==> config.mk <==
export PLATFORM = sky130hd
export DESIGN_NAME = alu_mc
export DESIGN_NICKNAME = d
export VERILOG_FILES = /design/src/rtl/alu_mc_pkg.sv /design/src/rtl/alu_mc_div.sv /design/src/rtl/alu_mc.sv
export SDC_FILE = /design/constraint.sdc
export NUM_CORES = 2
export LEC_CHECK = 0
export BUFFER_PORTS_ARGS = -buffer_cell sky130_fd_sc_hd__buf_4
export CAP_MARGIN = 30
export CORE_MARGIN = 5
export CORE_UTILIZATION = 52
export DETAILED_ROUTE_END_ITERATION = 8
export PLACE_DENSITY = 0.83
export SKIP_CTS_REPAIR_TIMING = 1
export SLEW_MARGIN = 20
export SYNTH_ARGS = -nofsm -noshare
export SYNTH_HDL_FRONTEND = slang
export SYNTH_SLANG_ARGS = --single-unit
==> constraint.sdc <==
create_clock -name clk -period 8 [get_ports clk]
set_input_delay 0.8 -clock clk [delete_from_list [all_inputs] [get_ports clk]]
set_output_delay 0.8 -clock clk [all_outputs]
set_load 0.05 [all_outputs]
==> src/rtl/alu_mc_pkg.sv <==
// Shared types for the multi-cycle ALU: opcode and state encodings, flag bit positions.
package alu_mc_pkg;

  typedef enum logic [2:0] {
    OP_NOT = 3'b000,
    OP_OR  = 3'b001,
    OP_AND = 3'b010,
    OP_NEG = 3'b011,
    OP_ADD = 3'b100,
    OP_SUB = 3'b101,
    OP_MUL = 3'b110,
    OP_DIV = 3'b111
  } alu_op_e;

  typedef enum logic [1:0] {
    ST_IDLE = 2'd0,
    ST_BUSY = 2'd1,
    ST_DONE = 2'd2
  } alu_state_e;

  localparam int FLAG_Z  = 0;
  localparam int FLAG_N  = 1;
  localparam int FLAG_C  = 2;
  localparam int FLAG_V  = 3;
  localparam int FLAG_DZ = 4;
  localparam int FLAG_W  = 5;

endpackage

==> src/rtl/alu_mc_div.sv <==
// Iterative unsigned restoring divider: one quotient bit per cycle, W cycles per divide.
// done is high during the final iteration, so quotient/remainder are final on the next cycle.
module alu_div_iter #(
  parameter int W = 32
) (
  input  logic         clk,
  input  logic         rst,
  input  logic         start,
  input  logic [W-1:0] a,
  input  logic [W-1:0] b,
  output logic         busy,
  output logic         done,
  output logic [W-1:0] quotient,
  output logic [W-1:0] remainder
);

  localparam int CW = $clog2(W + 1);

  logic [CW-1:0] cnt;
  logic [W-1:0]  dvs;
  logic [W:0]    trial;
  logic [W-1:0]  quo_nx;
  logic [W-1:0]  rmd_nx;

  // Partial remainder is always below the divisor, so W+1 bits hold the trial difference.
  always_comb begin
    trial = {remainder, quotient[W-1]} - {1'b0, dvs};
    if (!trial[W]) begin
      rmd_nx = trial[W-1:0];
      quo_nx = {quotient[W-2:0], 1'b1};
    end else begin
      rmd_nx = {remainder[W-2:0], quotient[W-1]};
      quo_nx = {quotient[W-2:0], 1'b0};
    end
  end

  assign done = busy && (cnt == CW'(1));

  always_ff @(posedge clk) begin
    if (rst) begin
      busy      <= 1'b0;
      cnt       <= '0;
      dvs       <= '0;
      quotient  <= '0;
      remainder <= '0;
    end else if (start) begin
      busy      <= 1'b1;
      cnt       <= CW'(W);
      dvs       <= b;
      quotient  <= a;
      remainder <= '0;
    end else if (busy) begin
      quotient  <= quo_nx;
      remainder <= rmd_nx;
      cnt       <= cnt - CW'(1);
      if (cnt == CW'(1)) busy <= 1'b0;
    end
  end

endmodule

==> src/rtl/alu_mc.sv <==
// Multi-cycle ALU with valid/ready handshake and registered result; DIV uses alu_div_iter.
// Define ALU_MC_FLAGS_EN to build the {dz, v, c, n, z} flag logic; otherwise flags reads 0.
//
// state | meaning
// IDLE  | no result held, ready for an operation
// BUSY  | iterative divide in progress, input blocked
// DONE  | result presented on out_valid until out_ready
module alu_mc
  import alu_mc_pkg::*;
#(
  parameter int W = 32
) (
  input  logic         clk,
  input  logic         rst,
  input  logic         in_valid,
  output logic         in_ready,
  input  logic [W-1:0] a,
  input  logic [W-1:0] b,
  input  logic [2:0]   sel,
  output logic         out_valid,
  input  logic         out_ready,
  output logic [W-1:0] result,
  output logic [W-1:0] rem,
  output logic [4:0]   flags
);

  localparam logic [1:0] S_IDLE = ST_IDLE;
  localparam logic [1:0] S_BUSY = ST_BUSY;
  localparam logic [1:0] S_DONE = ST_DONE;

  logic [1:0]   state;
  alu_op_e      op;
  logic         accept;
  logic         div_start;
  logic         div_busy;
  logic         div_done;
  logic         is_div_r;
  logic [W-1:0] div_q;
  logic [W-1:0] div_rem;
  logic [W-1:0] res_c;
  logic [W-1:0] rem_c;
  logic [W-1:0] res_r;
  logic [W-1:0] rem_r;

  assign op        = alu_op_e'(sel);
  assign in_ready  = !rst && ((state == S_IDLE) || ((state == S_DONE) && out_ready));
  assign accept    = in_valid && in_ready;
  assign div_start = accept && (op == OP_DIV) && (b != '0);
  assign out_valid = (state == S_DONE);

  always_comb begin
    res_c = '0;
    rem_c = '0;
    case (op)
      OP_NOT: res_c = ~a;
      OP_OR:  res_c = a | b;
      OP_AND: res_c = a & b;
      OP_NEG: res_c = '0 - a;
      OP_ADD: res_c = a + b;
      OP_SUB: res_c = a - b;
      OP_MUL: res_c = a * b;
      // only reached for a zero divisor; nonzero divisors go to the iterative divider
      OP_DIV: rem_c = a;
      default: res_c = '0;
    endcase
  end

  alu_div_iter #(.W(W)) u_div (
    .clk       (clk),
    .rst       (rst),
    .start     (div_start),
    .a         (a),
    .b         (b),
    .busy      (div_busy),
    .done      (div_done),
    .quotient  (div_q),
    .remainder (div_rem)
  );

  always_ff @(posedge clk) begin
    if (rst) begin
      state    <= S_IDLE;
      res_r    <= '0;
      rem_r    <= '0;
      is_div_r <= 1'b0;
    end else begin
      case (state)
        S_IDLE, S_DONE: begin
          if (accept) begin
            is_div_r <= 1'b0;
            if (div_start) begin
              state <= S_BUSY;
            end else begin
              state <= S_DONE;
              res_r <= res_c;
              rem_r <= rem_c;
            end
          end else if ((state == S_DONE) && out_ready) begin
            state <= S_IDLE;
          end
        end
        S_BUSY: begin
          if (div_done) begin
            state    <= S_DONE;
            is_div_r <= 1'b1;
          end
        end
        default: state <= S_IDLE;
      endcase
    end
  end

  // Divider registers hold their final values until the next start, so they feed the outputs directly.
  assign result = is_div_r ? div_q   : res_r;
  assign rem    = is_div_r ? div_rem : rem_r;

`ifdef ALU_MC_FLAGS_EN
  logic [2*W-1:0]    prod_full;
  logic [FLAG_W-1:0] flags_c;
  logic [FLAG_W-1:0] flags_r;
  logic [FLAG_W-1:0] div_flags;

  assign prod_full = {{W{1'b0}}, a} * {{W{1'b0}}, b};

  always_comb begin
    flags_c         = '0;
    flags_c[FLAG_Z] = (res_c == '0);
    flags_c[FLAG_N] = res_c[W-1];
    case (op)
      OP_ADD: begin
        flags_c[FLAG_C] = (res_c < a);
        flags_c[FLAG_V] = (a[W-1] == b[W-1]) && (res_c[W-1] != a[W-1]);
      end
      OP_SUB: begin
        flags_c[FLAG_C] = (a < b);
        flags_c[FLAG_V] = (a[W-1] != b[W-1]) && (res_c[W-1] != a[W-1]);
      end
      OP_NEG: begin
        flags_c[FLAG_C] = (a != '0);
        flags_c[FLAG_V] = a[W-1] && res_c[W-1];
      end
      OP_MUL:  flags_c[FLAG_C]  = ((prod_full >> W) != '0);
      OP_DIV:  flags_c[FLAG_DZ] = 1'b1;
      default: flags_c[FLAG_C]  = 1'b0;
    endcase
  end

  always_comb begin
    div_flags         = '0;
    div_flags[FLAG_Z] = (div_q == '0);
    div_flags[FLAG_N] = div_q[W-1];
  end

  always_ff @(posedge clk) begin
    if (rst) begin
      flags_r <= '0;
    end else if (accept && !div_start) begin
      flags_r <= flags_c;
    end
  end

  assign flags = is_div_r ? div_flags : flags_r;
`else
  assign flags = '0;
`endif

endmodule
; Word level (Yosys, flattened, before mapping)
; Index checks and enable logic that the tools add are counted.
; Widths: inputs -> output; s select.
[word_totals]
reg_bits = 170
in_bits = 71
elab_cells = 72
[op_classes]
n_mux = 21
n_mul = 1
bitwise_logic = 4
n_eq_ne = 13
add_sub_neg = 5
n_reduce_logical = 18
[op_table]
columns = op, n
row1 = $pmux 32 s7, 1
row2 = $mux 32, 6
row3 = $sub 33x32->33, 1
row4 = $add 32x32->32, 1
row5 = $and 32x32->32, 1
row6 = $mul 32x32->32, 1
row7 = $not 32->32, 1
row8 = $or 32x32->32, 1
row9 = $reduce_bool 32->1, 1
row10 = $sub 1x32->32 const A, 1
row11 = $sub 32x32->32, 1
row12 = $eq 3x3->1 const B, 4
row13 = $mux 6, 2
row14 = $mux 2, 4
row15 = $eq 3x2->1 const B, 2
row16 = $eq 6x1->1 const B, 1
row17 = $logic_and 1x1->1, 6
row18 = $mux 1, 6
row19 = $reduce_and 3->1, 2
row20 = $sub 6x1->6 const B, 1
row21 = $ne 2x2->1 const B, 2
row22 = $pmux 2 s2, 1
row23 = $reduce_bool 2->1, 2
row24 = $reduce_or 2->1, 2
row25 = 11 further kinds, 11

; Depth between registers and ports, before layout
[logic_depth]
word_depth = 10
mapped_depth = 29
ltp_nobuf = 26

; Modules after synthesis
; Synthesis repeated with hierarchy kept, for this count alone.
[hier_totals]
cells_unflattened = 3613
hier_area_um2 = 29568.4
[by_module_without_submodules]
columns = mod, seq_area_each_um2, area_per_inst_um2, instances, cells_each
row1 = alu_mc, 1341.3, 23166.0, 1, 2780
row2 = alu_div_iter, 2062.0, 6402.4, 1, 833

; Worst setup path before layout
; No wires, ideal clock.
[synth_timing]
path_type = input-to-reg
from = in a[14]
to = reg res_r[31]
setup_ns = 0.101
required_time_ns = 7.899
arrival_ns = 7.646
stages = 24
path_buffers = 3
path_slack_ns = 0.253
cell_sequence = clkbuf_1 > clkbuf_1 > clkbuf_1 > and2_1 > fa_1 > fa_1 > fa_1 > inv_1 > fa_1 > inv_1 > fa_1 > fa_1 > fa_1 > fa_1 > ha_1 > a21oi_1 > nor2b_1 > or4_1 > o22ai_1 > o21ai_0 > o31ai_1 > a21oi_1 > xnor2_1 > o41ai_1
[synth_between]
elab_chain_len = 2
word_cells_on_any_way = 5
classes_between = add/sub (3) / mul (1) / mux (1)
[synth_lines]
columns = element, line
row1 = from (decl), alu_mc.sv:17  ; input logic [W-1:0] a,
row2 = $mul 32x32->32 (tied with other cells), alu_mc.sv:61  ; OP_MUL: res_c = a * b;
row3 = $pmux 32 s7 *, alu_mc.sv:54  ; case (op)
row4 = to (signal assigned), alu_mc.sv:95  ; res_r <= res_c;
row5 = to (decl), alu_mc.sv:42  ; logic [W-1:0] res_r;
; Mark *: on every way between the ends. The rest lies on a longest branch, timed or not.
; A chain may end at the register's enable or synchronous reset.

; Final worst setup path
[layout_timing]
from = in a[12]
to = reg res_r[31]
; Same word-level chain as after synthesis.

==> flow_metrics.tcl <==
set metrics [dict create \
    cts_tree "built" \
    yosys_warnings 0 \
    grt_use_total 0.305 \
    rsz0062_at_grt "false" \
    clockBufferDepth 2 \
    nets 4128 \
    drive_above_1_share 0.0934 \
    cp_max_fo 17 \
    cp-end-kind "flop" \
    yosysUniqueCellTypes 73 \
    coreArea_um2 55200 \
    tightestPinTransition_ns 1.01 \
    fp.dieH_um 246 \
    finalHoldViolCount 0 \
    avgViaCountPerCell 6.05 \
    synth_area_per_cell_um2 8.31 \
    finalClockSkew_ns 0.0155 \
    hold_path.class "flop to flop" \
    finalCritPeriodShare 0.928 \
    drc 0 \
    ant_nets 0 \
    synth_edf_count 0 \
    ff2ff_path_depth 10 \
    num_vias 25600 \
    drt_iter0_drc 2640 \
    drv_cap 0 \
    htreeDepth 4 \
    grt-ovfl-total 0 \
    crit_path_start_kind "input pin" \
    fmax_ghz 0.135 \
    status "finished, final reports clean" \
    first_global_vias 25800 \
    synth_flop_cell "dfxtp_1" \
    synth_seq_area_share 0.117 \
    holdCritStartpoint "res_r[5]" \
    drt-pass1-iter-count 6 \
    critPathKind "input pin to flop" \
    mappedNetlistArea_um2 29000 \
    final_max_slew_viol_count 0 \
    die_x_um 246 \
    grt_pass1_wl_um 145000 \
    synth_seq_cells 170 \
    floorplan.die_area_um2 60700 \
    min_path_cells 2 \
    drt-total-wl_um 92300 \
    clkSinkCount 170 \
    crit_start "a[12]" \
    portBuffers 136 \
    place_hpwl_um 70100 \
    finalSetupTns_ns 0 \
    r2r-start "state[1]" \
    avgRoutedWirePerCell_um 21.8 \
    cts_made_buffers 17 \
    worstPathArrival_ns 7.78 \
    worstPathRequired_ns 8.36 \
    path_clk_slew_ns 0.08 \
    row_count 86 \
    synthToLayoutAreaGrowth_pct 7.19 \
    start_util 0.526 \
    finalSetupViolCount 0 \
    clk_latency_ns 0.46 \
    syn-instance-count 3496 \
    place.gp.congestion 1.00 \
    grt_antenna_before_repair 14 \
    maxSlewHeadroom 0.324 \
    grt_max_degree 73 \
    cts-root-buf "clkbuf_16" \
    io_pins 142 \
    min_period_ns 7.42 \
    synthArstFlopShare 0 \
]
## Yosys cell counts, types with 6 or more instances
cell type	n	area share
inv_1	446	0.058
fa_1	410	0.28
nand2_1	393	0.051
and2_1	302	0.065
clkbuf_1	247	0.032
nor2_1	196	0.025
ha_1	192	0.083
a21oi_1	170	0.029
dfxtp_1	170	0.12
xnor2_1	145	0.044
o21ai_0	139	0.024
mux2_2	67	0.026
mux2i_1	66	0.023
a211oi_1	55	0.014
xor2_1	49	0.015
a21o_1	42	0.011
a22oi_1	40	0.010
a221oi_1	29	0.0087
nand3_1	24	0.0041
nor3_1	24	0.0041
a31oi_1	23	0.0050
nand2b_1	20	0.0043
o21a_1	20	0.0052
nor2b_1	19	0.0041
o31ai_1	17	0.0044
or3_1	14	0.0030
and3_1	13	0.0028
o22ai_1	13	0.0028
nand3b_1	10	0.0026
o41ai_1	10	0.0030
or2_2	9	0.0019
o21bai_1	8	0.0021
or4_1	8	0.0021
buf_1	7	0.00090
o211ai_1	6	0.0016
## logic make-up after synthesis
group	after synthesis	share of synthesized area
and+or+nand+nor	1059	0.179
buffers and inverters	711	0.0931
AOI/OAI and AO/OA	626	0.138
adders and majority gates	602	0.365
xor gates and xnor gates	194	0.0585
DFF	170	0.117
muxes	133	0.0487
other	1	0.000129
## per-stage QoR
step,cell area (um^2),cells,setup WS (ns),utilization,hold slack (ns)
final,31100,4225,0.577,0.564,0.456
after global routing,31100,4224,0.292,0.564,0.473
after CTS,31100,4216,0.660,0.564,0.453
after detailed placement,30500,4184,0.180,0.553,0.444
after global placement,30500,4184,0.279,0.553,0.436
after floorplan,29100,3500,0.253,-,0.421
## worst paths after layout
check	end	slack [ns]
min reg2reg	res_r[5]	0.46
max reg2reg	res_r[15]	3.69
max	res_r[31]	0.58
min	res_r[5]	0.46
## cell usage in the layout (no fill, tap or decap), types with 8 or more instances in the layout
master | synthesis | routed
inv_1 | 446 | 446
fa_1 | 410 | 410
nand2_1 | 393 | 393
and2_1 | 302 | 302
buf_4 | 5 | 199
nor2_1 | 196 | 196
ha_1 | 192 | 192
a21oi_1 | 170 | 170
dfxtp_1 | 170 | 168
xnor2_1 | 145 | 144
o21ai_0 | 139 | 139
mux2_2 | 67 | 67
mux2i_1 | 66 | 66
a211oi_1 | 55 | 55
xor2_1 | 49 | 49
a21o_1 | 42 | 42
a22oi_1 | 40 | 40
a221oi_1 | 29 | 29
nand3_1 | 24 | 23
nor3_1 | 24 | 22
a31oi_1 | 23 | 22
o21a_1 | 20 | 20
nand2b_1 | 20 | 20
nor2b_1 | 19 | 18
o31ai_1 | 17 | 17
clkbuf_16 | 0 | 17
and3_1 | 13 | 13
or3_1 | 14 | 13
o22ai_1 | 13 | 13
o41ai_1 | 10 | 10
nand3b_1 | 10 | 10
diode_2 | 0 | 9
or2_2 | 9 | 9
or4_1 | 8 | 8
o21bai_1 | 8 | 8
## registers in the layout (all words and copies together) (netlist names)
signal / count
rem_r: 32
res_r: 32
u_div.dvs: 32
u_div.quotient: 32
u_div.remainder: 32
u_div.cnt: 6
state: 2
is_div_r: 1
u_div.busy: 1
## area by class of cell
| type | instances | area [um^2] |
|---|---|---|
| clock buffer | 17 | 425 |
| tap | 748 | 936 |
| inverter | 448 | 1680 |
| clock inverter | 15 | 179 |
| fill | 4798 | 24100 |
| sequential | 170 | 3410 |
| multi-input combinational | 2619 | 23000 |
| antenna | 9 | 22.5 |
| timing repair buffer | 199 | 1490 |
## metal layers
layer	wire length [um]	global-route usage
met5	64	0
met4	5130	0.146
met3	11000	0.0782
met2	40300	0.471
met1	35800	0.401
## critical path, cell delays in order
cell and delay (ns):
buf_4 0.27, and2_1 0.21, fa_1 0.45, fa_1 0.49, fa_1 0.51, inv_1 0.05, fa_1 0.47, inv_1 0.05
fa_1 0.49, inv_1 0.05, fa_1 0.53, inv_1 0.06, fa_1 0.51, fa_1 0.42, ha_1 0.37, a21oi_1 0.14
o21ai_0 0.14, or4_1 0.48, o22ai_1 0.29, o21ai_0 0.24, o31ai_1 0.25, a21oi_1 0.12, xnor2_1 0.14, o41ai_1 0.21
Power is not shown: default switching activity piles up to over one toggle a cycle in this logic, so the estimate is an artifact.
